<file path="src/rtl/mem_arb_pkg.sv">
// Purpose: shared encodings and default widths for the memory-port arbiter.
// Latency: n/a (declarations only).
// Backpressure: n/a.
// Contents: state_e (IDLE/GRANT0/GRANT1/GAP, 2-bit), default line/address widths.
package mem_arb_pkg;

  localparam int DATA_W_DEF = 256;
  localparam int ADDR_W_DEF = 32;

  typedef enum logic [1:0] {
    IDLE   = 2'd0,
    GRANT0 = 2'd1,
    GRANT1 = 2'd2,
    GAP    = 2'd3
  } state_e;

endpackage

</file>
<file path="src/rtl/mem_arbiter_rr_pick2.sv">
// Purpose: two-way round-robin pick, one-hot result.
// Latency: combinational.
// Backpressure: none; the caller decides when the pick is consumed.
// Ports: req_i[1:0] requests, last_i last master served, pick_o[1:0] one-hot winner (00 if no request).
module rr_pick2 (
  input  logic [1:0] req_i,
  input  logic       last_i,
  output logic [1:0] pick_o
);

  always_comb begin
    pick_o = req_i;
    // On a tie the master that was not served last wins.
    if (req_i == 2'b11) begin
      pick_o = last_i ? 2'b01 : 2'b10;
    end
  end

endmodule

</file>
<file path="src/rtl/mem_arbiter.sv">
// Purpose: shares one line-wide memory port between the data cache (m0) and instruction cache (m1).
// Latency: request seen at IDLE edge -> mem_enable_o next cycle; ack passes through same cycle; 2 dead cycles after each ack.
// Backpressure: losing master simply stays unacked until its turn; grant held until mem ack or requester abort.
// Ports: clk_i, rst_i (async active-low); m{0,1}_{enable,write,addr,data}_i / m{0,1}_{data,ack}_o master side;
//        mem_{enable,write,addr,data}_o / mem_{data,ack}_i memory side; grant_o one-hot owner (00 when idle).
module mem_arbiter
  import mem_arb_pkg::*;
#(
  parameter int DATA_W = DATA_W_DEF,
  parameter int ADDR_W = ADDR_W_DEF
) (
  input  logic              clk_i,
  input  logic              rst_i,
  // master 0 (data cache)
  input  logic              m0_enable_i,
  input  logic              m0_write_i,
  input  logic [ADDR_W-1:0] m0_addr_i,
  input  logic [DATA_W-1:0] m0_data_i,
  output logic [DATA_W-1:0] m0_data_o,
  output logic              m0_ack_o,
  // master 1 (instruction cache)
  input  logic              m1_enable_i,
  input  logic              m1_write_i,
  input  logic [ADDR_W-1:0] m1_addr_i,
  input  logic [DATA_W-1:0] m1_data_i,
  output logic [DATA_W-1:0] m1_data_o,
  output logic              m1_ack_o,
  // memory side
  output logic              mem_enable_o,
  output logic              mem_write_o,
  output logic [ADDR_W-1:0] mem_addr_o,
  output logic [DATA_W-1:0] mem_data_o,
  input  logic [DATA_W-1:0] mem_data_i,
  input  logic              mem_ack_i,
  // current owner
  output logic [1:0]        grant_o
);

  state_e     state_q, state_d;
  logic       last_q, last_d;
  logic [1:0] pick;

  rr_pick2 u_pick (
    .req_i  ({m1_enable_i, m0_enable_i}),
    .last_i (last_q),
    .pick_o (pick)
  );

  // last resets to 1 so the data cache wins the first tie.
  always_ff @(posedge clk_i or negedge rst_i) begin
    if (!rst_i) begin
      state_q <= IDLE;
      last_q  <= 1'b1;
    end else begin
      state_q <= state_d;
      last_q  <= last_d;
    end
  end

  always_comb begin
    state_d      = state_q;
    last_d       = last_q;
    mem_enable_o = 1'b0;
    mem_write_o  = 1'b0;
    mem_addr_o   = '0;
    mem_data_o   = '0;
    m0_ack_o     = 1'b0;
    m0_data_o    = '0;
    m1_ack_o     = 1'b0;
    m1_data_o    = '0;
    grant_o      = 2'b00;

    unique case (state_q)
      IDLE: begin
        // Stray memory acks here are dropped: nothing is forwarded.
        if (pick[0]) begin
          state_d = GRANT0;
        end else if (pick[1]) begin
          state_d = GRANT1;
        end
      end

      GRANT0: begin
        grant_o      = 2'b01;
        mem_enable_o = m0_enable_i;
        mem_write_o  = m0_write_i;
        mem_addr_o   = m0_addr_i;
        mem_data_o   = m0_data_i;
        m0_ack_o     = mem_ack_i;
        m0_data_o    = mem_data_i;
        // Completion takes precedence over a same-cycle enable drop.
        if (mem_ack_i) begin
          state_d = GAP;
          last_d  = 1'b0;
        end else if (!m0_enable_i) begin
          state_d = GAP;
        end
      end

      GRANT1: begin
        grant_o      = 2'b10;
        mem_enable_o = m1_enable_i;
        mem_write_o  = m1_write_i;
        mem_addr_o   = m1_addr_i;
        mem_data_o   = m1_data_i;
        m1_ack_o     = mem_ack_i;
        m1_data_o    = mem_data_i;
        if (mem_ack_i) begin
          state_d = GAP;
          last_d  = 1'b1;
        end else if (!m1_enable_i) begin
          state_d = GAP;
        end
      end

      GAP: begin
        // Together with IDLE this keeps mem_enable_o low for two cycles,
        // letting the memory's cycle counter restart between transactions.
        state_d = IDLE;
      end

      default: state_d = IDLE;
    endcase
  end

endmodule
</file>
<file path="config.mk">
export PLATFORM = sky130hd
export DESIGN_NAME = mem_arbiter
export DESIGN_NICKNAME = d
export VERILOG_FILES = /design/src/rtl/mem_arb_pkg.sv /design/src/rtl/mem_arbiter_rr_pick2.sv /design/src/rtl/mem_arbiter.sv
export SDC_FILE = /design/constraint.sdc
export NUM_CORES = 1
export LEC_CHECK = 0
export CORE_AREA = 4 4 634 636
export CTS_CLUSTER_DIAMETER = 50
export DETAILED_ROUTE_END_ITERATION = 8
export DIE_AREA = 0 0 638 640
export PLACE_DENSITY = 0.3
export SYNTH_ARGS = -nofsm -noshare
export SYNTH_HDL_FRONTEND = slang
export SYNTH_SLANG_ARGS = --single-unit
</file>
<file path="constraint.sdc">
create_clock -name clk_i -period 3.15 [get_ports clk_i]
set_input_delay 0.945 -clock clk_i [delete_from_list [all_inputs] [get_ports clk_i]]
set_output_delay 0.945 -clock clk_i [all_outputs]
set_load 0.01 [all_outputs]
</file>
Yosys cells after proc, flatten, opt, wreduce, memory -nomap -nowiden:

Cells that the tools add are included.

* flip-flop bits (word level): 3
* input bits: 839
* word-level logic and storage cells: 36

* equal/unequal tests: 9
* mux-type cells: 21
* reductions and logical operators: 4

Operators with widths (count)
* $mux 256: 2
* $pmux 256 s2: 1
* $pmux 32 s2: 1
* $mux 2: 8
* $ne 3x3->1 const B: 3
* $pmux 2 s4: 1
* $eq 2x2->1 const B: 3
* $pmux 1 s2: 3
* $reduce_and 3->1: 2
* $mux 1: 4
* $ne 2x2->1 const B: 2
* $pmux 2 s2: 1
* $eq 2x1->1 const B: 1
* $logic_not 2->1: 1
* $reduce_bool 2->1: 1

Longest topological paths before layout:

* word-level depth: 5
* mapped depth: 7
* depth with buffers taken out: 5

Cells and area by module:

A second synthesis with hierarchy kept.

* cells, all modules: 1272
* area total of the unflattened synthesis: 8398.1 µm²

By module, submodules not included
* mem_arbiter: instances 1, cells each 1269, area an instance 8379.3 µm²
* rr_pick2: instances 1, cells each 3, area an instance 18.8 µm²

Worst setup path after synthesis:

Ideal clock, no wire load.

* path type: register -> output
* from: reg state_q[0]
* to: out mem_data_o[252]
* arrival time: 1.401 ns
* required time: 2.205 ns
* setup slack: 0.804 ns
* stages on the path, launching flop included: 8
* path through: dfrtp_1 inv_1 ha_1 buf_2 buf_4 buf_4 a22oi_1 nor2_1

* cells in the longest elaborated chain, start to end: 2
* elaborated cells between the ends (all ways): 3

Ends and longest elaborated chain
* start: declaration: line mem_arbiter.sv:39 `state_e state_q, state_d;`
* start signal: assignment: line mem_arbiter.sv:55 `state_q <= state_d;`
* $eq 2x2->1 or $eq 2x1->1 (tied branches): line mem_arbiter.sv:73 `unique case (state_q)`
* $pmux 256 s2 *: line mem_arbiter.sv:73
* end: declaration: line mem_arbiter.sv:32 `output logic [DATA_W-1:0] mem_data_o,`

Mark *: on every way between the ends. The rest lies on a longest branch, timed or not.

Worst setup path after layout:

* from: reg state_q[0]
* to: out mem_data_o[210]

The elaborated chain is that of the path after synthesis.

==> qor.yml <==
power_and_ir_drop:
  pwr_density_cell_nw_per_um2: 952
  combPwrFrac_pct: 99.2
  p_sw_mw: 19.6
  ir_drop_mv: 0.422
  sw_frac_of_total_pct: 57.5
  seqPwrFrac_pct: 0.2
  leakagePower_nw: 13.6
  p_clk_share_pct: 0.6
  internal-power_mw: 14.5
yosys:
  synth_warnings: 0
  yosysSeqAreaShare_pct: 1.03
  synthesis.area_um2: 7410
  ys_seq_elements: 3
  synth_area_leader_cell: "and2_1"
  synth_nets: 2114
  avgSynthCellArea_um2: 5.84
  yosys.area.top_type_share_pct: 43.4
  synth_cell_types: 18
  synth_cells: 1270
  yosys-top-cells-area: "and2_1 43%, a22oi_1 29%, nor2_1 15%"
timing:
  period_needed_ns: 3.22
  rsz0062_at_grt: "yes"
  slew_headroom_pct: 63.4
  period_share_pct: 102
  hold_viol: 0
  fmax_mhz: 311
  worst_pin_slew_ns: 0.550
  fin_ws_ns: -0.0661
  drv_slew: 0
  finClkSkew_ns: 0.0000398
  finalSetupViolCount: 7
  worst_hold_slack_ns: 0.557
min_path:
  worstHoldStart: "last_q$_DFFE_PN1P_"
  min_path_cells: 1
  holdPathEnd: "last_q$_DFFE_PN1P_"
  min_path_type: "reg -> reg"
finish:
  regArea_um2: 76.3
  syn2layout_area_growth_pct: 383
  multi_input_area_um2: 6970
  drive_above_1_share_pct: 26.3
  nFillCells: 46100
  finalNetCount: 3802
  final_core_util_pct: 9.04
cts:
  root_buffer: "clkbuf_16"
  clk-insertion-delay-late_ns: 0.23
  htreeDepth: 1
  cts_hold_buf: 0
  clock_sinks: 3
  cts_tree: "built"
  clk_pin_slew_ns: 0.03
  cts_buffer_depth: 2
  cts_inserted_buffers: 3
grt:
  grt_overflow: 0
  antenna_found_initial: 471
  grt_max_degree: 58
  grt_pass1_wl_um: 434000
  grt_use_total_pct: 18.3
  grt_pass1_vias: 18900
run_status:
  violations: "setup timing"
  outcome: "finished, violations left"
routing:
  drt_iter0_markers: 1251
  drc_errors: 0
  routed_wl_um: 391000
  drt-vias-per-instance: 2.41
  vias: 19900
  routedWlPerCell_um: 47.3
  dr.pass1.iters: 5
  ant_nets: 0
floorplanning:
  start_util_pct: 1.87
  die_h_um: 640
  die_w_um: 638
  io_pins: 1645
  fp-row-count: 231
  coreArea_um2: 396000
  die_area_um2: 408000
worst_setup_path:
  r2r_setup_slack_ns: 1.26
  cp_top_family: "buffers and inverters"
  worstPathCellList: "buf_6, ha_4, buf_12, buf_16, buf_6, buf_16, buf_8, a22oi_2, nor2_2, buf_12"
  cp_num_buf_inv: 7
  reg2reg_from: "state_q[1]$_DFFE_PN0P_"
  crit_slowest_cell: "dfrtp_1"
  crit_required_ns: 2.20
  crit_arrival_ns: 2.27
  timing.rr.end: "state_q[0]$_DFFE_PN0P_"
  critPathMaxStageDelay_ns: 0.39
  endpoint_kind: "primary output"
  cp-start-kind: "flip-flop"
  cp_max_fo: 14
  critPathKind: "reg -> out"
  r2r_cells: 6
run:
  drv_cap: 0
place:
  dp_hpwl_um: 368000
  gp_congestion: 0.951
  portBuffers: 1644
  dpl_worst_slack_ns: -0.808
[final cells by class]
type	count	area share, %
Antenna cell	71	0.497
Multi-Input combinational cell	1110	19.5
Sequential cell	3	0.213
Tap cell	5242	18.3
Inverter	3	0.105
Timing Repair Buffer	1837	61.1
Clock buffer	4	0.220
[synthesized netlist by cell type]
| cell | n |
|---|---|
| dfrtp_1 | 2 |
| nor2b_1 | 1 |
| ha_1 | 5 |
| dfstp_2 | 1 |
| clkbuf_2 | 1 |
| nor2_1 | 291 |
| buf_2 | 60 |
| mux2i_1 | 1 |
| mux2_2 | 1 |
| a22oi_1 | 291 |
| and2_1 | 514 |
| clkbuf_1 | 81 |
| o22ai_1 | 2 |
| a2bb2oi_2 | 1 |
| buf_4 | 12 |
| inv_1 | 3 |
| a22o_1 | 1 |
| nand2_1 | 2 |
[how the worst max path moves through the flow]
stage,end,slack (ns),cells after the start,start
floorplan,mem_data_o[252],0.80,7,state_q[0]$_DFFE_PN0P_
global placement,mem_data_o[8],-0.81,4,m0_data_i[8]
CTS,m0_data_o[217],-0.17,7,state_q[1]$_DFFE_PN0P_
detailed placement,mem_data_o[218],-0.81,4,m0_data_i[218]
global route,m0_data_o[49],-0.1,7,state_q[1]$_DFFE_PN0P_
finish,mem_data_o[210],-0.07,10,state_q[0]$_DFFE_PN0P_
[what timing repair did]
action                     4_1_cts  5_1_grt
gates cloned                    16        2
pin swaps                        6        8
resized for setup              353      151
setup buffers                   11        7
setup endpoints to repair      474      141
[power groups by stage]
| stage | clock (mW) | combinational, mW | sequential [mW] |
|---|---|---|---|
| 2_1_floorplan | 0 | 7.94 | 0.0763 |
| 3_3_place_gp | 0 | 32.9 | 0.0735 |
| 3_5_place_dp | 0 | 32.7 | 0.0742 |
| 4_1_cts | 0.204 | 34.5 | 0.0764 |
| 5_1_grt | 0.210 | 35.7 | 0.0802 |
| 6_report | 0.203 | 33.8 | 0.0786 |
[cell usage in the layout (no fill, tap or decap), types with 2 or more instances in the layout]
cell	instances
nor2_4	2
ha_4	3
clkbuf_16	5
buf_6	19
and2_4	5
ha_1	2
nor2_2	56
and2_1	508
a22oi_1	263
nand2_1	2
dlygate4sd2_1	221
bufbuf_16	11
a22oi_2	28
o22ai_1	2
buf_4	239
buf_12	361
nor2_1	233
dfrtp_1	2
clkdlybuf4s15_2	11
clkdlybuf4s15_1	6
diode_2	71
clkdlybuf4s50_1	884
buf_16	20
clkbuf_2	10
dlymetal6s2s_1	51
inv_2	2
[routing by layer]
| layer | wire, um | GRT usage (%) |
|---|---|---|
| met4 | 9100 | 2.65 |
| met3 | 61400 | 13.0 |
| met2 | 182000 | 30.9 |
| met1 | 137000 | 18.7 |
| met5 | 1250 | 0 |
[registers in the layout (all words and copies together), names as in the netlist]
signal	cells
last_q	1
state_q	2
[metrics by stage]
step	TNS [ns]	total power [mW]	cells	area, um^2
2_1_floorplan	0	8.01	1270	7410
3_3_place_gp	-23.12	33.0	8160	34400
3_5_place_dp	-21.30	32.8	8160	34400
4_1_cts	-5.47	34.8	8191	35200
5_1_grt	-1.08	36.0	8225	35700
6_report	-0.313	34.0	8270	35800
[cell families after synthesis]
logic type	Yosys count	share of synthesized area (%)
muxes	2	0.287
DFF	3	1.03
AOI/OAI and AO/OA	295	30.0
adders and majority gates	5	0.844
buffers and inverters	157	9.59
and+or+nand+nor	808	58.3
Note: power is estimated with default switching activity, not from simulation.
